### config.mk
export PLATFORM = sky130hd
export DESIGN_NAME = score_event_arbiter
export DESIGN_NICKNAME = d
export VERILOG_FILES = /design/src/rtl/score_event_arbiter.sv
export SDC_FILE = /design/constraint.sdc
export NUM_CORES = 1
export LEC_CHECK = 0
export ABC_AREA = 1
export CORE_ASPECT_RATIO = 1.4
export CORE_MARGIN = 2
export CORE_UTILIZATION = 30
export DETAILED_ROUTE_END_ITERATION = 12
export DONT_BUFFER_PORTS = 1
export PLACE_DENSITY = 0.44
export SYNTH_ARGS = -nofsm -noshare
export SYNTH_HDL_FRONTEND = slang
export SYNTH_SLANG_ARGS = --single-unit
### constraint.sdc
create_clock -name clk -period 7.85 [get_ports clk]
set_input_delay 0.785 -clock clk [delete_from_list [all_inputs] [get_ports clk]]
set_output_delay 0.785 -clock clk [all_outputs]
set_load 0.05 [all_outputs]
### src/rtl/score_event_arbiter.sv
// score_event_arbiter: collects per-lane hit/miss events into one pending slot
// per lane, serialises them round-robin through a one-entry stage register and
// commits one event per cycle into saturating 4-digit BCD counters.
// Ports:
//   clk, n_rst          clock, async active-low reset
//   clear               synchronous clear of all state (new song)
//   lane_evt/hit/acc    per-lane event strobe, outcome and 3-bit accuracy
//   score, num_hits,    BCD counters (saturate at 9999)
//   num_misses, combo
//   update_valid        one-cycle pulse when the counters change
//   grant_lane          lane of the most recent committed update
//   busy                any pending or staged event
//   overrun             sticky: an event was dropped on a full slot
module score_event_arbiter #(
  parameter int unsigned LANES = 5
) (
  input  logic                 clk,
  input  logic                 n_rst,
  input  logic                 clear,
  input  logic [LANES-1:0]     lane_evt,
  input  logic [LANES-1:0]     lane_hit,
  input  logic [3*LANES-1:0]   lane_acc,
  output logic [15:0]          score,
  output logic [15:0]          num_hits,
  output logic [15:0]          num_misses,
  output logic [15:0]          combo,
  output logic                 update_valid,
  output logic [2:0]           grant_lane,
  output logic                 busy,
  output logic                 overrun
);

  localparam int unsigned IW    = (LANES > 1) ? $clog2(LANES) : 1;
  localparam int unsigned BCD_W = 16;

  typedef struct packed {
    logic       hit;
    logic [2:0] acc;
  } evt_t;

  logic [LANES-1:0] slot_vld_q, slot_vld_d;
  evt_t             slot_q [LANES];
  evt_t             slot_d [LANES];
  logic [IW-1:0]    ptr_q, ptr_d;
  logic             stg_vld_q, stg_vld_d;
  logic [IW-1:0]    stg_lane_q, stg_lane_d;
  evt_t             stg_q, stg_d;
  logic [BCD_W-1:0] score_q, score_d, hits_q, hits_d;
  logic [BCD_W-1:0] misses_q, misses_d, combo_q, combo_d;
  logic             uv_q, uv_d;
  logic [2:0]       grant_q, grant_d;
  logic             busy_q, busy_d;
  logic             ovr_q, ovr_d;

  logic             gnt_vld;
  logic [IW-1:0]    gnt_idx;

  // Saturating BCD add of a single digit (0..9); a carry out of the top digit
  // means the true sum exceeds 9999.
  function automatic logic [BCD_W-1:0] bcd_add(input logic [BCD_W-1:0] a,
                                               input logic [3:0] inc);
    logic [BCD_W-1:0] r;
    logic [4:0]       d;
    logic             cy;
    r  = '0;
    cy = 1'b0;
    for (int k = 0; k < 4; k++) begin
      d = {1'b0, a[4*k +: 4]} + ((k == 0) ? {1'b0, inc} : {4'b0, cy});
      if (d > 5'd9) begin
        d  = d - 5'd10;
        cy = 1'b1;
      end else begin
        cy = 1'b0;
      end
      r[4*k +: 4] = d[3:0];
    end
    return cy ? 16'h9999 : r;
  endfunction

  // Round-robin search: first occupied slot at or above the pointer, wrapping.
  always_comb begin : arb
    int unsigned j;
    gnt_vld = 1'b0;
    gnt_idx = '0;
    j       = 0;
    for (int unsigned k = 0; k < LANES; k++) begin
      j = 32'(ptr_q) + k;
      if (j >= LANES) j = j - LANES;
      if (!gnt_vld && slot_vld_q[IW'(j)]) begin
        gnt_vld = 1'b1;
        gnt_idx = IW'(j);
      end
    end
  end

  // Next-state for slots, stage, commit and status.
  always_comb begin
    slot_vld_d = slot_vld_q;
    slot_d     = slot_q;
    ptr_d      = ptr_q;
    stg_vld_d  = gnt_vld;
    stg_lane_d = gnt_idx;
    stg_d      = slot_q[gnt_idx];
    score_d    = score_q;
    hits_d     = hits_q;
    misses_d   = misses_q;
    combo_d    = combo_q;
    uv_d       = stg_vld_q;
    grant_d    = grant_q;
    ovr_d      = ovr_q;

    if (gnt_vld) begin
      ptr_d = (gnt_idx == IW'(LANES - 1)) ? '0 : gnt_idx + IW'(1);
    end

    // A slot freed by this cycle's grant can accept a new event immediately.
    for (int unsigned i = 0; i < LANES; i++) begin
      if (gnt_vld && gnt_idx == IW'(i)) slot_vld_d[i] = 1'b0;
      if (lane_evt[i]) begin
        if (slot_vld_d[i]) begin
          ovr_d = 1'b1;
        end else begin
          slot_vld_d[i] = 1'b1;
          slot_d[i]     = '{hit: lane_hit[i], acc: lane_acc[3*i +: 3]};
        end
      end
    end

    if (stg_vld_q) begin
      grant_d = 3'(stg_lane_q);
      if (stg_q.hit) begin
        score_d = bcd_add(score_q, {1'b0, stg_q.acc});
        hits_d  = bcd_add(hits_q, 4'd1);
        combo_d = bcd_add(combo_q, 4'd1);
      end else begin
        misses_d = bcd_add(misses_q, 4'd1);
        combo_d  = '0;
      end
    end

    if (clear) begin
      slot_vld_d = '0;
      ptr_d      = '0;
      stg_vld_d  = 1'b0;
      score_d    = '0;
      hits_d     = '0;
      misses_d   = '0;
      combo_d    = '0;
      uv_d       = 1'b0;
      grant_d    = '0;
      ovr_d      = 1'b0;
    end

    busy_d = (|slot_vld_d) | stg_vld_d;
  end

  always_ff @(posedge clk or negedge n_rst) begin
    if (!n_rst) begin
      slot_vld_q <= '0;
      for (int i = 0; i < LANES; i++) slot_q[i] <= '0;
      ptr_q      <= '0;
      stg_vld_q  <= 1'b0;
      stg_lane_q <= '0;
      stg_q      <= '0;
      score_q    <= '0;
      hits_q     <= '0;
      misses_q   <= '0;
      combo_q    <= '0;
      uv_q       <= 1'b0;
      grant_q    <= '0;
      busy_q     <= 1'b0;
      ovr_q      <= 1'b0;
    end else begin
      slot_vld_q <= slot_vld_d;
      slot_q     <= slot_d;
      ptr_q      <= ptr_d;
      stg_vld_q  <= stg_vld_d;
      stg_lane_q <= stg_lane_d;
      stg_q      <= stg_d;
      score_q    <= score_d;
      hits_q     <= hits_d;
      misses_q   <= misses_d;
      combo_q    <= combo_d;
      uv_q       <= uv_d;
      grant_q    <= grant_d;
      busy_q     <= busy_d;
      ovr_q      <= ovr_d;
    end
  end

  assign score        = score_q;
  assign num_hits     = hits_q;
  assign num_misses   = misses_q;
  assign combo        = combo_q;
  assign update_valid = uv_q;
  assign grant_lane   = grant_q;
  assign busy         = busy_q;
  assign overrun      = ovr_q;

endmodule
==> results of run 1 <==
## routing by layer
layer / part of all wire, % / up-vias
met5: 0 / -
met1: 41 / 2833
met2: 52 / 95
met3: 4.3 / 24
met4: 1.9 / 0
li1: - / 3030
## synth_stat cells (7+ instances only)
cell type    n  area share [%]
ha_1        65              11
o21ai_1      9            0.63
xnor2_1      7            0.85
nand4_1      7            0.61
clkbuf_1    12            0.63
nand2_4      7             1.1
inv_2        7            0.36
o21ai_0     72             5.0
a21oi_1     34             2.4
inv_1      113             5.9
xor2_1      33             4.0
nand2_2      9            0.78
dfrtp_1    106              37
nand3_1    133             9.2
nor2_1      32             1.7
nand2_1    201              10
## area by class of cell
class | instances | area [sq um]
Clock buffer | 9 | 225
Clock inverter | 7 | 70.1
Fill cell | 2582 | 16000
Inverter | 124 | 468
Multi-Input combinational cell | 669 | 4020
Sequential cell | 106 | 2650
Tap cell | 310 | 388
Timing Repair Buffer | 4 | 30.0
## power by group through the flow
| stage | clock network [W] | registers, W | logic, W |
|---|---|---|---|
| after CTS | 0.000493 | 0.000841 | 0.00162 |
| after detailed placement | 0 | 0.000852 | 0.00161 |
| after global routing | 0.000508 | 0.000855 | 0.00182 |
| final | 0.000473 | 0.000840 | 0.00158 |
| after floorplan | 0 | 0.000810 | 0.00121 |
| after global placement | 0 | 0.000853 | 0.00162 |
## critical path: cells and delay by family, from the launching register on
family,cells,cell delay (ns)
AOI/OAI and AO/OA,7,1.71
xor gates and xnor gates,3,0.59
adders and majority gates,10,2.18
buffers and inverters,7,0.93
DFF,1,0.68
and+or+nand+nor,7,0.76
## worst max-delay path by stage
stage                   endpoint  slack, ns   startpoint
floorplan            num_hits[2]       1.87  num_hits[0]
detailed placement  num_hits[10]       0.95  num_hits[0]
global placement     num_hits[6]       0.86  num_hits[0]
global route        num_hits[10]       0.30  num_hits[1]
finish              num_hits[10]       0.94  num_hits[0]
CTS                 num_hits[10]       0.87  num_hits[1]
## sequential cells by signal, indices dropped and copies added (netlist names), 3 cells and up
| register | count |
|---|---|
| num_hits | 16 |
| slot_vld_q | 5 |
| score | 16 |
| stg_q | 4 |
| ptr_q | 3 |
| grant_lane | 3 |
| slot_q | 20 |
| combo | 16 |
| stg_lane_q | 3 |
| num_misses | 16 |
## kinds of logic after synthesis
logic type	after synthesis	share of synthesized area (%)
XOR/XNOR	40	4.86
buffers and inverters	138	7.35
multiplexers	4	0.625
adder cells (fa/ha/maj)	67	11.8
AND/OR/NAND/NOR	403	25.9
AO/OA/AOI/OAI	155	12.6
flip-flops	106	36.8
## per-stage QoR
step           utilization [%]  cells  hold slack, ns
3_5_place_dp              31.7   1213           0.457
4_1_cts                   33.0   1229          0.0819
2_1_floorplan                -    913           0.442
5_1_grt                   33.0   1229          0.0859
6_report                  33.0   1229           0.102
3_3_place_gp              31.7   1213           0.453
==> out/summary.txt, run 1 <==
Final-report hold violation count = 0
Least-Margin Pin Slew = 0.648 ns
Clock share of power = 16.3%
Unique masters post-synth = 43
Final Cell Area = 7850 sq um
Root Buffer = clkbuf_16
Synth Instances = 913
Post-synthesis async set-or-reset flop share = 100%
Iter 0 DRT Violations = 264
CTS Buf Count = 9
NetSw = 0.00152 W
Critical R2R Launch = num_hits[0]
PwrDens = 369 nW/um^2
Most common cell after layout, fill and taps aside = nand2_1
Final nets = 1009
Hold Path Class = in2async
Starting Density = 30.3%
R2R cell count = 34
Worst slew margin = 56.8%
Max Fclk = 0.145 GHz
Crit path launch type = flop
Via count = 5982
Critical path arrival = 7.19 ns
Average cell area after synthesis = 7.89 sq um
Worst Setup End Kind = flop
Net Sw Frac = 52.6%
CTS tree = yes
Die W = 135 um
#FFs+latches synth = 106
Avg WL per Cell = 16.0 um
Gr ovfl total = 0
Tot Pwr = 0.00290 W
GR Util met2 = 30.0%
Die height = 187 um
Number of global-route vias before repair = 6241
Core area = 23800 sq um
DP HPWL = 14.6 mm
Max clock buf depth = 2
Most frequent cell on the critical path = ha_1
Share of cells above drive strength 1 = 7.18%
Final min period = 6.91 ns
Boundary pin count = 98
Area Growth Syn to Fin = 9.05%
Post-synth EDFFs = 0
Ys flop type = dfrtp_1
Most frequent cells in the layout = nand2_1, nand3_1, inv_1
Dpl ws = 0.949 ns
PnR worst setup slack = 0.943 ns
Hold buffers post-CTS = 0
Worst-path fanout max = 8
Outcome = complete, no violations
Placed Instance Area = 7560 sq um
ANT cells = 0
Combinational Power Share = 54.7%
Setup TNS Final = 0 ns
R2R Setup Slk = 0.94 ns
Grt met3 use = 3.31%
Total track usage = 16.0%
Final ANT Viol Nets = 0
Num Clock Sinks = 106
Worst skew pair latency = 0.37 ns
Global-route wire length before repair = 32.1 mm
Setup CP Type = reg2reg
Syn. warnings = 0
P_leak = 4.02 nW
Peak supply drop = 237 uV
Sequential-to-total area share from yosys stat = 36.8%
DRC = 0
Worst EP required = 8.13 ns
Met1 Use GR = 17.8%
# port buffers = 0
Post-Syn Area = 7200 sq um
CP max stage cell = dfrtp_1
RSZ-0062 raised after global routing = no
Max-cap violations = 0
Cell-internal power = 0.00137 W
Placer's final routability congestion estimate = 0.794
DIE AREA = 25300 sq um
Initial antenna violation count = 0
H-Tree Depth = 3
Post-CTS sizing = 0
Pre-Repair DR Iteration Count = 4
Reg2reg end = num_hits[10]
Global route hottest layer = met2
Final Setup Violations = 0
Clock slew at reported path FFs = 0.08 ns
Largest net degree at the start of global routing = 107
Max Transition Viols Final = 0
Overall routed net length = 19.6 mm
Vias per cell = 4.87
Seq pwr share = 29.0%
Syn Nets = 1008
Post-CTS Setup Inserts = 0
Num rows = 67
Crit share post-route = 88.0%
CP peak stage delay = 0.68 ns
Final Skew = 0.0114 ns
Power figures use the tool's default switching activity.
==> run 2, diff against run 1 <==
--- a/config.mk
+++ b/config.mk
@@ -11,6 +11,7 @@
 export CORE_UTILIZATION = 30
 export DETAILED_ROUTE_END_ITERATION = 12
 export DONT_BUFFER_PORTS = 1
+export HOLD_SLACK_MARGIN = 0.15
 export PLACE_DENSITY = 0.44
 export SYNTH_ARGS = -nofsm -noshare
 export SYNTH_HDL_FRONTEND = slang
==> constraint.sdc (replaced) <==
create_clock -name clk -period 7.57 [get_ports clk]
set_input_delay 0.757 -clock clk [delete_from_list [all_inputs] [get_ports clk]]
set_output_delay 0.757 -clock clk [all_outputs]
set_load 0.05 [all_outputs]
==> out/summary.txt, run 2 (same netlist as run 1, synthesis figures left out) <==
CTS tree = yes
Starting Density = 30.3% (unchanged)
Final min period = 6.80 ns (-0.109 ns)
Final ANT Viol Nets = 0 (unchanged)
H-Tree Depth = 3 (unchanged)
Least-Margin Pin Slew = 0.653 ns (+0.00461 ns)
ANT cells = 0 (unchanged)
Reg2reg end = num_hits[10]
Worst skew pair latency = 0.37 ns (about the same)
Largest net degree at the start of global routing = 107 (unchanged)
Crit path launch type = flop
Worst Setup End Kind = flop
Boundary pin count = 98 (unchanged)
DRC = 0 (unchanged)
Hold Path Class = in2async
PnR worst setup slack = 0.772 ns (-0.171 ns)
Die W = 135 um (unchanged)
Num Clock Sinks = 106 (unchanged)
# port buffers = 0 (unchanged)
Most common cell after layout, fill and taps aside = nand2_1
Dpl ws = 0.625 ns (-0.324 ns)
Core area = 23800 sq um (unchanged)
Final nets = 1010 (+0.099%)
Critical path arrival = 7.07 ns (-0.12 ns)
RSZ-0062 raised after global routing = no
Worst-path fanout max = 8 (unchanged)
P_leak = 4.03 nW (+0.22%)
Bufs and invs on worst path = 6 (-1)
DIE AREA = 25300 sq um (unchanged)
Avg WL per Cell = 16.0 um (+0.15%)
Root Buffer = clkbuf_16
Crit share post-route = 89.8% (+1.8 points)
Worst EP required = 7.84 ns (-0.29 ns)
Setup TNS Final = 0 ns (unchanged)
Max reg flops = 20 (unchanged)
Die height = 187 um (unchanged)
Max Fclk = 0.147 GHz (+1.6%)
Total track usage = 16.2% (+0.15 points)
Global-route wire length before repair = 32.5 mm (+1.1%)
Most frequent cell on the critical path = ha_1
CP peak stage delay = 0.55 ns (-0.13 ns)
Critical R2R Launch = num_hits[1]
Peak supply drop = 239 uV (+0.96%)
Crit-path leading delay family = adder cells
Gr ovfl total = 0 (unchanged)
CP max stage cell = dfrtp_2
Max Transition Viols Final = 0 (unchanged)
Clock slew at reported path FFs = 0.08 ns (about the same)
Max-cap violations = 0 (unchanged)
CTS Buf Count = 9 (unchanged)
Placer's final routability congestion estimate = 0.790 (-0.50%)
Initial antenna violation count = 1 (+1)
Final-report hold violation count = 0 (unchanged)
Number of global-route vias before repair = 6195 (-0.74%)
Most frequent cells in the layout = nand2_1, nand3_1, inv_1
Iter 0 DRT Violations = 281 (+6.4%)
Vias per cell = 4.87 (about the same)
Final Setup Violations = 0 (unchanged)
Final Skew = 0.0143 ns (+0.00291 ns)
Overall routed net length = 19.6 mm (+0.23%)
Num rows = 67 (unchanged)
Pre-Repair DR Iteration Count = 4 (unchanged)
Via count = 5992 (+0.17%)
Tot Pwr = 0.00301 W (+4.0%)
PwrDens = 382 nW/um^2 (+3.6%)
Worst slew margin = 56.5% (-0.31 points)
Setup CP Type = reg2reg
R2R Setup Slk = 0.77 ns (-0.17 ns)
R2R cell count = 33 (-2.9%)
Outcome = complete, no violations
Share of cells above drive strength 1 = 7.50% (+0.32 points)
Max clock buf depth = 2 (unchanged)
Post-CTS Setup Inserts = 0 (unchanged)
DP HPWL = 14.6 mm (-0.18%)
Top reg by flops = slot_q
Area Growth Syn to Fin = 9.47%
-- run 2: cell type report --
cell class	instances	area, sq um
Clock inverter	7	70.1
Tap cell	310	388
Clock buffer	9	225
Inverter	124	468
Fill cell	2559	15900
Timing Repair Buffer	5	57.6
Sequential cell	106	2660
Multi-Input combinational cell	669	4020
-- run 2: worst register-to-register path, delay by kind of cell, from the launching register on --
family	cells	cell delay (ns)
compound gates	7	1.68
xor+xnor	4	0.82
fa+ha+maj	10	2.16
buf+inv	6	0.80
flops	1	0.55
simple gates	6	0.71
-- run 2: power by group --
group	switching, W	internal, W	total (W)
logic	0.00115	0.000504	0.00165
registers	0.000187	0.000684	0.000871
clock network	0.000251	0.000233	0.000484
total	0.00159	0.00142	0.00301
-- run 2: routing by layer --
metal | global-route usage, % | vias to the layer above | share of wire [%]
met5 | 0 | - | 0.066
met4 | 5.53 | 2 | 1.9
met3 | 3.41 | 23 | 4.3
met2 | 29.3 | 94 | 52
met1 | 18.7 | 2845 | 42
li1 | - | 3028 | -
-- run 2: through the flow --
step	util, %	cells	hold WS [ns]	instance area (sq um)
2_1_floorplan	-	913	0.442	7200
3_3_place_gp	31.7	1213	0.453	7560
3_5_place_dp	31.7	1213	0.457	7560
4_1_cts	33.1	1230	0.351	7880
5_1_grt	33.1	1230	0.360	7880
6_report	33.1	1230	0.322	7880
-- run 2: how the worst max path moves through the flow --
stage	start	endpoint	slack (ns)	depth (start not counted)
finish	num_hits[1]	num_hits[10]	0.77	33
global route	num_misses[0]	num_misses[1]	0.04	38
CTS	num_hits[1]	num_hits[10]	0.56	33
detailed placement	num_hits[0]	num_hits[10]	0.62	34
global placement	num_hits[0]	num_hits[6]	0.57	33
floorplan	num_hits[0]	num_hits[2]	1.59	34
-- run 2: timing repair --
item / CTS / global route
endpoints found under the setup margin: 0 / 2
resized for setup: 0 / 2
hold endpoints to repair: 106 / 0
hold buffers: 1 / 0
